`config.mk`:
```
export PLATFORM = sky130hd
export DESIGN_NAME = siso_serial_tx
export DESIGN_NICKNAME = d
export VERILOG_FILES = /design/src/rtl/siso_pkg.sv /design/src/rtl/siso_bit_counter.sv /design/src/rtl/siso_serial_tx.sv
export SDC_FILE = /design/constraint.sdc
export NUM_CORES = 1
export LEC_CHECK = 0
export CELL_PAD_IN_SITES_DETAIL_PLACEMENT = 1
export CELL_PAD_IN_SITES_GLOBAL_PLACEMENT = 1
export CORE_MARGIN = 2
export CORE_UTILIZATION = 42
export DETAILED_ROUTE_END_ITERATION = 8
export HOLD_SLACK_MARGIN = 0.15
export PLACE_DENSITY = 0.87
export SYNTH_ARGS = -nofsm -noshare
export SYNTH_HDL_FRONTEND = slang
export SYNTH_SLANG_ARGS = --single-unit
```
`constraint.sdc`:
```
create_clock -name clk -period 2.6 [get_ports clk]
set_input_delay 0.39 -clock clk [delete_from_list [all_inputs] [get_ports clk]]
set_output_delay 0.39 -clock clk [all_outputs]
set_load 0.01 [all_outputs]
```
`src/rtl/siso_pkg.sv`:
```
// Shared types and helpers for the SISO serial link.
package siso_pkg;

  localparam int unsigned SISO_W_DEFAULT = 12;

  typedef enum logic [1:0] {
    IDLE   = 2'd0,
    SHIFT  = 2'd1,
    PARITY = 2'd2
  } tx_state_t;

  function automatic int unsigned cnt_w(input int unsigned w);
    return $clog2(w);
  endfunction

endpackage

```
`src/rtl/siso_bit_counter.sv`:
```
// Bit-position counter for the serial transmitter: clear-on-load up-counter
// that saturates at W-1 and flags the last and next-to-last positions.
module siso_bit_counter
  import siso_pkg::*;
#(
  parameter int unsigned W = SISO_W_DEFAULT
) (
  input  logic clk,
  input  logic reset,
  input  logic i_clr,
  input  logic i_en,
  output logic o_tc,
  output logic o_pre_tc
);

  localparam int unsigned CW = cnt_w(W);

  logic [CW-1:0] r_cnt;
  logic          w_tc;

  assign w_tc     = (r_cnt == CW'(W - 1));
  assign o_tc     = w_tc;
  assign o_pre_tc = (r_cnt == CW'(W - 2));

  always_ff @(posedge clk or negedge reset) begin
    if (!reset) begin
      r_cnt <= '0;
    end else if (i_clr) begin
      r_cnt <= '0;
    end else if (i_en && !w_tc) begin
      r_cnt <= r_cnt + CW'(1);
    end
  end

endmodule

```
`src/rtl/siso_serial_tx.sv`:
```
// Parallel-to-serial transmitter feeding the SISO shift-register chain.
// Optional trailing even-parity bit when SISO_TX_PARITY_EN is defined.
module siso_serial_tx
  import siso_pkg::*;
#(
  parameter int unsigned W         = SISO_W_DEFAULT,
  parameter bit          MSB_FIRST = 1'b1
) (
  input  logic         clk,
  input  logic         reset,
  input  logic [W-1:0] din,
  input  logic         din_valid,
  output logic         din_ready,
  output logic         sout,
  output logic         sout_valid,
  output logic         sout_last,
  output logic         busy
);

`ifdef SISO_TX_PARITY_EN
  localparam bit PARITY_EN = 1'b1;
`else
  localparam bit PARITY_EN = 1'b0;
`endif

  tx_state_t    r_state;
  logic [W-1:0] r_shift;
  logic         r_sout;
  logic         r_valid;
  logic         r_last;
`ifdef SISO_TX_PARITY_EN
  logic         r_par;
`endif

  logic         w_tc;
  logic         w_pre_tc;
  logic         w_accept;
  logic         w_end;
  logic         w_first_bit;
  logic         w_next_bit;
  logic [W-1:0] w_load_shift;
  logic [W-1:0] w_step_shift;

  // Shift register holds the not-yet-sent bits; sout already carries the current one.
  assign w_first_bit  = MSB_FIRST ? din[W-1] : din[0];
  assign w_load_shift = MSB_FIRST ? (din << 1) : (din >> 1);
  assign w_next_bit   = MSB_FIRST ? r_shift[W-1] : r_shift[0];
  assign w_step_shift = MSB_FIRST ? (r_shift << 1) : (r_shift >> 1);

  assign din_ready = (r_state == IDLE)
                   | ((r_state == SHIFT) & w_tc & !PARITY_EN)
                   | (r_state == PARITY);
  assign w_accept  = din_valid & din_ready;
  assign w_end     = (r_state == SHIFT) & w_tc;

  siso_bit_counter #(
    .W (W)
  ) u_cnt (
    .clk      (clk),
    .reset    (reset),
    .i_clr    (w_accept | w_end),
    .i_en     (r_state == SHIFT),
    .o_tc     (w_tc),
    .o_pre_tc (w_pre_tc)
  );

  // A handshake always wins: it can only fire in IDLE or on the final frame bit.
  always_ff @(posedge clk or negedge reset) begin
    if (!reset) begin
      r_state <= IDLE;
      r_shift <= '0;
      r_sout  <= 1'b0;
      r_valid <= 1'b0;
      r_last  <= 1'b0;
`ifdef SISO_TX_PARITY_EN
      r_par   <= 1'b0;
`endif
    end else if (w_accept) begin
      r_state <= SHIFT;
      r_shift <= w_load_shift;
      r_sout  <= w_first_bit;
      r_valid <= 1'b1;
      r_last  <= 1'b0;
`ifdef SISO_TX_PARITY_EN
      r_par   <= ^din;
`endif
    end else begin
      case (r_state)
        SHIFT: begin
          if (!w_tc) begin
            r_sout  <= w_next_bit;
            r_shift <= w_step_shift;
            r_last  <= w_pre_tc & !PARITY_EN;
          end else begin
`ifdef SISO_TX_PARITY_EN
            r_state <= PARITY;
            r_sout  <= r_par;
            r_last  <= 1'b1;
`else
            r_state <= IDLE;
            r_sout  <= 1'b0;
            r_valid <= 1'b0;
            r_last  <= 1'b0;
`endif
          end
        end
        default: begin
          r_state <= IDLE;
          r_sout  <= 1'b0;
          r_valid <= 1'b0;
          r_last  <= 1'b0;
        end
      endcase
    end
  end

  assign sout       = r_sout;
  assign sout_valid = r_valid;
  assign sout_last  = r_last;
  assign busy       = (r_state != IDLE);

endmodule

```
# Word level (Yosys, flattened, before mapping)
# Cells that the tools add are included.
# W data, S select, Z words.
[word_totals]
register_bits = 21
out_inout_bits = 5
wordCells = 42
[op_classes]
n_addsub = 1
eq_ne = 6
muxes = 17
bitwise = 5
n_reduce_logical = 7
[ops]
columns = ["cell", "n"]
rows = [
  ["$mux W12", 3],
  ["$mux W1", 9],
  ["$eq A4 B4 Y1 const B", 2],
  ["$mux W4", 2],
  ["$mux W2", 3],
  ["$reduce_bool A2 Y1", 3],
  ["$add A4 B1 Y4 const B", 1],
  ["$ne A3 B3 Y1 const B", 1],
  ["$or A1 B1 Y1", 3],
  ["$and A1 B1 Y1", 2],
  ["$eq A2 B1 Y1 const B", 1],
  ["$eq A2 B2 Y1 const B", 1],
  ["$logic_not A2 Y1", 1],
  ["$ne A2 B2 Y1 const B", 1],
  ["$reduce_and A2 Y1", 1],
  ["$logic_and A1 B1 Y1", 1],
  ["$logic_not A1 Y1", 1],
]

# Longest topological paths before layout
[logic_depth]
ltp_word = 7
mapped_depth = 5

# Hierarchy
# From an unflattened synthesis, not the netlist that was laid out.
[unflattened]
cells_unflattened = 72
area_unflattened_um2 = 954.7
[modules_own_cells]
columns = ["module", "n_inst", "cells_each", "area_each_um2", "seq_area_each_um2"]
rows = [
  ["siso_serial_tx", 1, 48, 720.7, 350.3],
  ["siso_bit_counter", 1, 24, 234.0, 100.1],
]

# Least setup slack after synthesis
# OpenSTA, ideal clock, no wires.
[synth_timing]
kind = "register -> register"
from = "reg u_cnt.r_cnt[0]"
to = "reg r_shift[2]"
setup_ps = 125
arrival_ps = 1279
path_slack_ps = 1196
path_stages_with_launch = 6
synth_period_minus_slack_ps = 1404
path_cell_list = "dfrtp_1 ha_1 nand3b_2 nand2_4 buf_6 mux2_4"
[synth_between]
elab_chain_len = 7
word_cells_on_any_way = 9
classes_between = "2 x eq/ne; 1 x mux; 4 x bitwise; 2 x reduce/logical"
[synth_rtl]
columns = ["element", "line_no", "rtl"]
rows = [
  ["from (decl)", "siso_bit_counter.sv:18", "logic [CW-1:0] r_cnt;"],
  ["from (signal assigned)", "siso_bit_counter.sv:31", "r_cnt <= r_cnt + CW'(1);"],
  ["$eq A4 B4 Y1 *", "siso_bit_counter.sv:21", "assign w_tc = (r_cnt == CW'(W - 1));"],
  ["$and A1 B1 Y1 *", "siso_serial_tx.sv:51", "| ((r_state == SHIFT) & w_tc & !PARITY_EN)"],
  ["$or A1 B1 Y1 *", "siso_serial_tx.sv:51", ""],
  ["$or A1 B1 Y1 *", "siso_serial_tx.sv:52", "| (r_state == PARITY);"],
  ["net din_ready", "siso_serial_tx.sv:13", "output logic din_ready,"],
  ["$and A1 B1 Y1 *", "siso_serial_tx.sv:53", "assign w_accept = din_valid & din_ready;"],
  ["$ne A2 B2 Y1 (no line) or $reduce_bool A2 Y1 (tied branches)", "--", ""],
  ["$reduce_and A2 Y1 (no line)", "--", ""],
  ["to (signal assigned)", "siso_serial_tx.sv:80", "r_shift <= w_load_shift;"],
  ["to (signal assigned)", "siso_serial_tx.sv:92", "r_shift <= w_step_shift;"],
  ["to (decl)", "siso_serial_tx.sv:27", "logic [W-1:0] r_shift;"],
]
# Mark *: on every way through the listed nets, which the timed path passes. The rest lies on a longest branch.
# A chain may end at the register's enable or synchronous reset.

# Worst setup path after layout
[layout_timing]
from = "reg u_cnt.r_cnt[0]"
to = "out din_ready"
[layout_between]
elab_chain_len = 4
[layout_rtl]
columns = ["element", "line_no"]
rows = [
  ["$eq A4 B4 Y1", "siso_bit_counter.sv:21"],
  ["$and A1 B1 Y1", "siso_serial_tx.sv:51"],
  ["$or A1 B1 Y1", "siso_serial_tx.sv:51"],
  ["$or A1 B1 Y1", "siso_serial_tx.sv:52"],
  ["to (decl)", "siso_serial_tx.sv:13"],
]
# No other way between the ends.

==> results.yml <==
status:
  status: "finished clean"
finish:
  layout_commonest_cell: "clkdlybuf4s50_1"
  layout_common_cells: "clkdlybuf4s50_1 (19), dfrtp_1 (18), mux2_2 (11)"
  fin_cells: 118
  nets: 108
  diodes: 0
  area_delta_synth_final_pct: 22.68
  n_fill_cell: 233
  drive_above_1_share_pct: 28.89
sta:
  fin_skew_ns: 0.007795
  final_max_slew_viol_count: 0
  fmax_mhz: 442.4
  post-route-min-period_ns: 2.260
  setup_violations: 0
  rsz0062_at_grt: "no"
  maxSlewHeadroom_pct: 45.25
  fin_tns_setup_ns: 0
  timing.final.crit_share_pct: 86.93
  hold_viol: 0
  worst_pin_slew_ns: 0.8186
detailed_routing:
  routedWlPerCell_um: 14.99
  drt_iter0_drc: 4
  antenna_left: 0
  drc: 0
  dr.pass1.iters: 2
  vias_per_cell: 5.034
  finalWirelength_mm: 1.769
  vias: 594
yosys:
  synth_nets: 88
  seq_area_frac_synth_pct: 48.32
  syn_area_per_cell_um2: 13.13
  ys_types: 20
  syn_inst: 71
  netlist_area_um2: 932.1
  ys_warn_count: 0
  synth_seq_cells: 18
clocking:
  root_buffer: "clkbuf_4"
  cts-hold-fix-buffers: 0
  cts_tree: "built"
  clk_latency_ns: 0.30
  htreeDepth: 1
  post-cts-setup-buffer-count: 0
  cts_buffer_depth: 2
  clock_sinks: 18
  cts_buffers: 3
  post_cts_resized: 0
  path_clk_slew_ns: 0.11
critical_path:
  cp-startpoint: "u_cnt.r_cnt[0]"
  slowest_delay_ns: 0.59
  crit_chain: "ha_1 > nand3b_2 > nand2_4 > clkdlybuf4s50_1"
  worst-path-buf-inv: 1
  cp_top_family: "buffers and inverters"
  critPathLaunchType: "flop"
  cp-end-kind: "output pin"
  cp.arrival_ns: 1.87
  critPathKind: "reg -> out"
  cp_slowest_cell: "clkdlybuf4s50_1"
  r2r_start: "u_cnt.r_cnt[0]"
  cp_max_fo: 16
  worstPathRequired_ns: 2.21
grt:
  grt_pass1_vias: 627
  grt_use_total_pct: 15.78
  grt_start_max_net_pins: 19
  overflow: 0
  antenna_found_initial: 0
  grt_pass1_wl_mm: 2.994
pwr:
  leakage_nw: 0.5251
  irDropWorstVdd_v: 0.0004228
  p_total_w: 0.0009477
  power.density_nw_per_um2: 828.7
job:
  maxCapViolations: 0
floorplan:
  io_pins: 20
  coreArea_um2: 2148
  rows: 17
  die-area_um2: 2612
  start_util_pct: 43.39
  die-width_um: 51.11
  dieHeight_um: 51.11
place:
  dp_hpwl_mm: 1.270
  io_buffers: 19
  dpl.cell_count: 114
  routabilityCongestion: 0.6703
hold_path:
  hold_class: "reg -> reg"
  hold_start: "r_shift[1]"
[cell families (layout without fill, tap and decap cells)]
group,count (synthesis),in the layout,synth area share (%)
XOR/XNOR,1,1,0.9398
flip-flops,18,18,48.32
multiplexers,21,21,28.32
buffers and inverters,6,25,6.175
AO/OA/AOI/OAI,8,8,4.832
adder cells (fa/ha/maj),2,2,2.684
AND/OR/NAND/NOR,15,15,8.725
[worst paths after layout]
kind	endpoint	slack, ns	cells after the start
worst max-delay path	din_ready	0.34	4
worst min-delay path	r_shift[2]	0.52	1
worst max register to register	r_shift[7]	1.13	4
worst min register to register	r_shift[2]	0.52	1
max in group asynchronous	u_cnt.r_cnt[2]	1.54	1
min in group asynchronous	r_shift[6]	0.55	1
[cell type report]
type | instances | area (um2) | share of cell area (%)
flip-flops and latches | 18 | 450.4 | 39.39
multi-input cells | 47 | 424.2 | 37.09
repair buffers | 19 | 190.2 | 16.63
clock buffers | 4 | 36.28 | 3.173
well taps | 28 | 35.03 | 3.063
inverters | 2 | 7.507 | 0.6565
[per-layer routing]
layer	share of wire [%]	GRT usage (%)
met5	0	0
met4	1.2	5.405
met3	4.2	2.924
met2	51	26.62
met1	44	20.23
[metrics by stage]
step | hold slack [ns] | util, % | worst slack, ns | instance area [um2]
3_3_place_gp | 0.4868 | 51.54 | 0.5203 | 1107
4_1_cts | 0.5235 | 53.23 | 0.3026 | 1144
3_5_place_dp | 0.5002 | 51.54 | 0.5026 | 1107
5_1_grt | 0.5332 | 53.23 | 0.1842 | 1144
6_report | 0.5192 | 53.23 | 0.3397 | 1144
2_1_floorplan | 0.09441 | - | 1.196 | 932.1
[sequential cells by signal (all words and copies together), names as in the netlist]
name	count
r_shift	11
sout_valid	1
u_cnt.r_cnt	4
sout	1
sout_last	1
[cell usage after synthesis]
master	count	area, um2
a21oi_1	1	5.000
a22oi_1	1	7.510
buf_12	1	20.02
buf_4	1	7.510
buf_6	2	22.52
dfrtp_1	18	450.4
ha_1	2	25.02
inv_1	2	7.510
mux2_2	11	123.9
mux2_4	8	120.1
mux2i_1	2	20.02
nand2_1	8	30.03
nand2_4	1	11.26
nand2b_2	1	8.760
nand3b_2	1	11.26
nor2_1	2	7.510
nor2b_1	2	12.51
o21ai_0	5	25.02
o31ai_1	1	7.510
xor2_1	1	8.760
[report_power, final]
group          switching (W)  internal, W
logic               0.000135     0.000197
registers          0.0000705     0.000371
clock network      0.0000886    0.0000854
total               0.000294     0.000653
No activity file was read; power rests on OpenSTA's default activity.
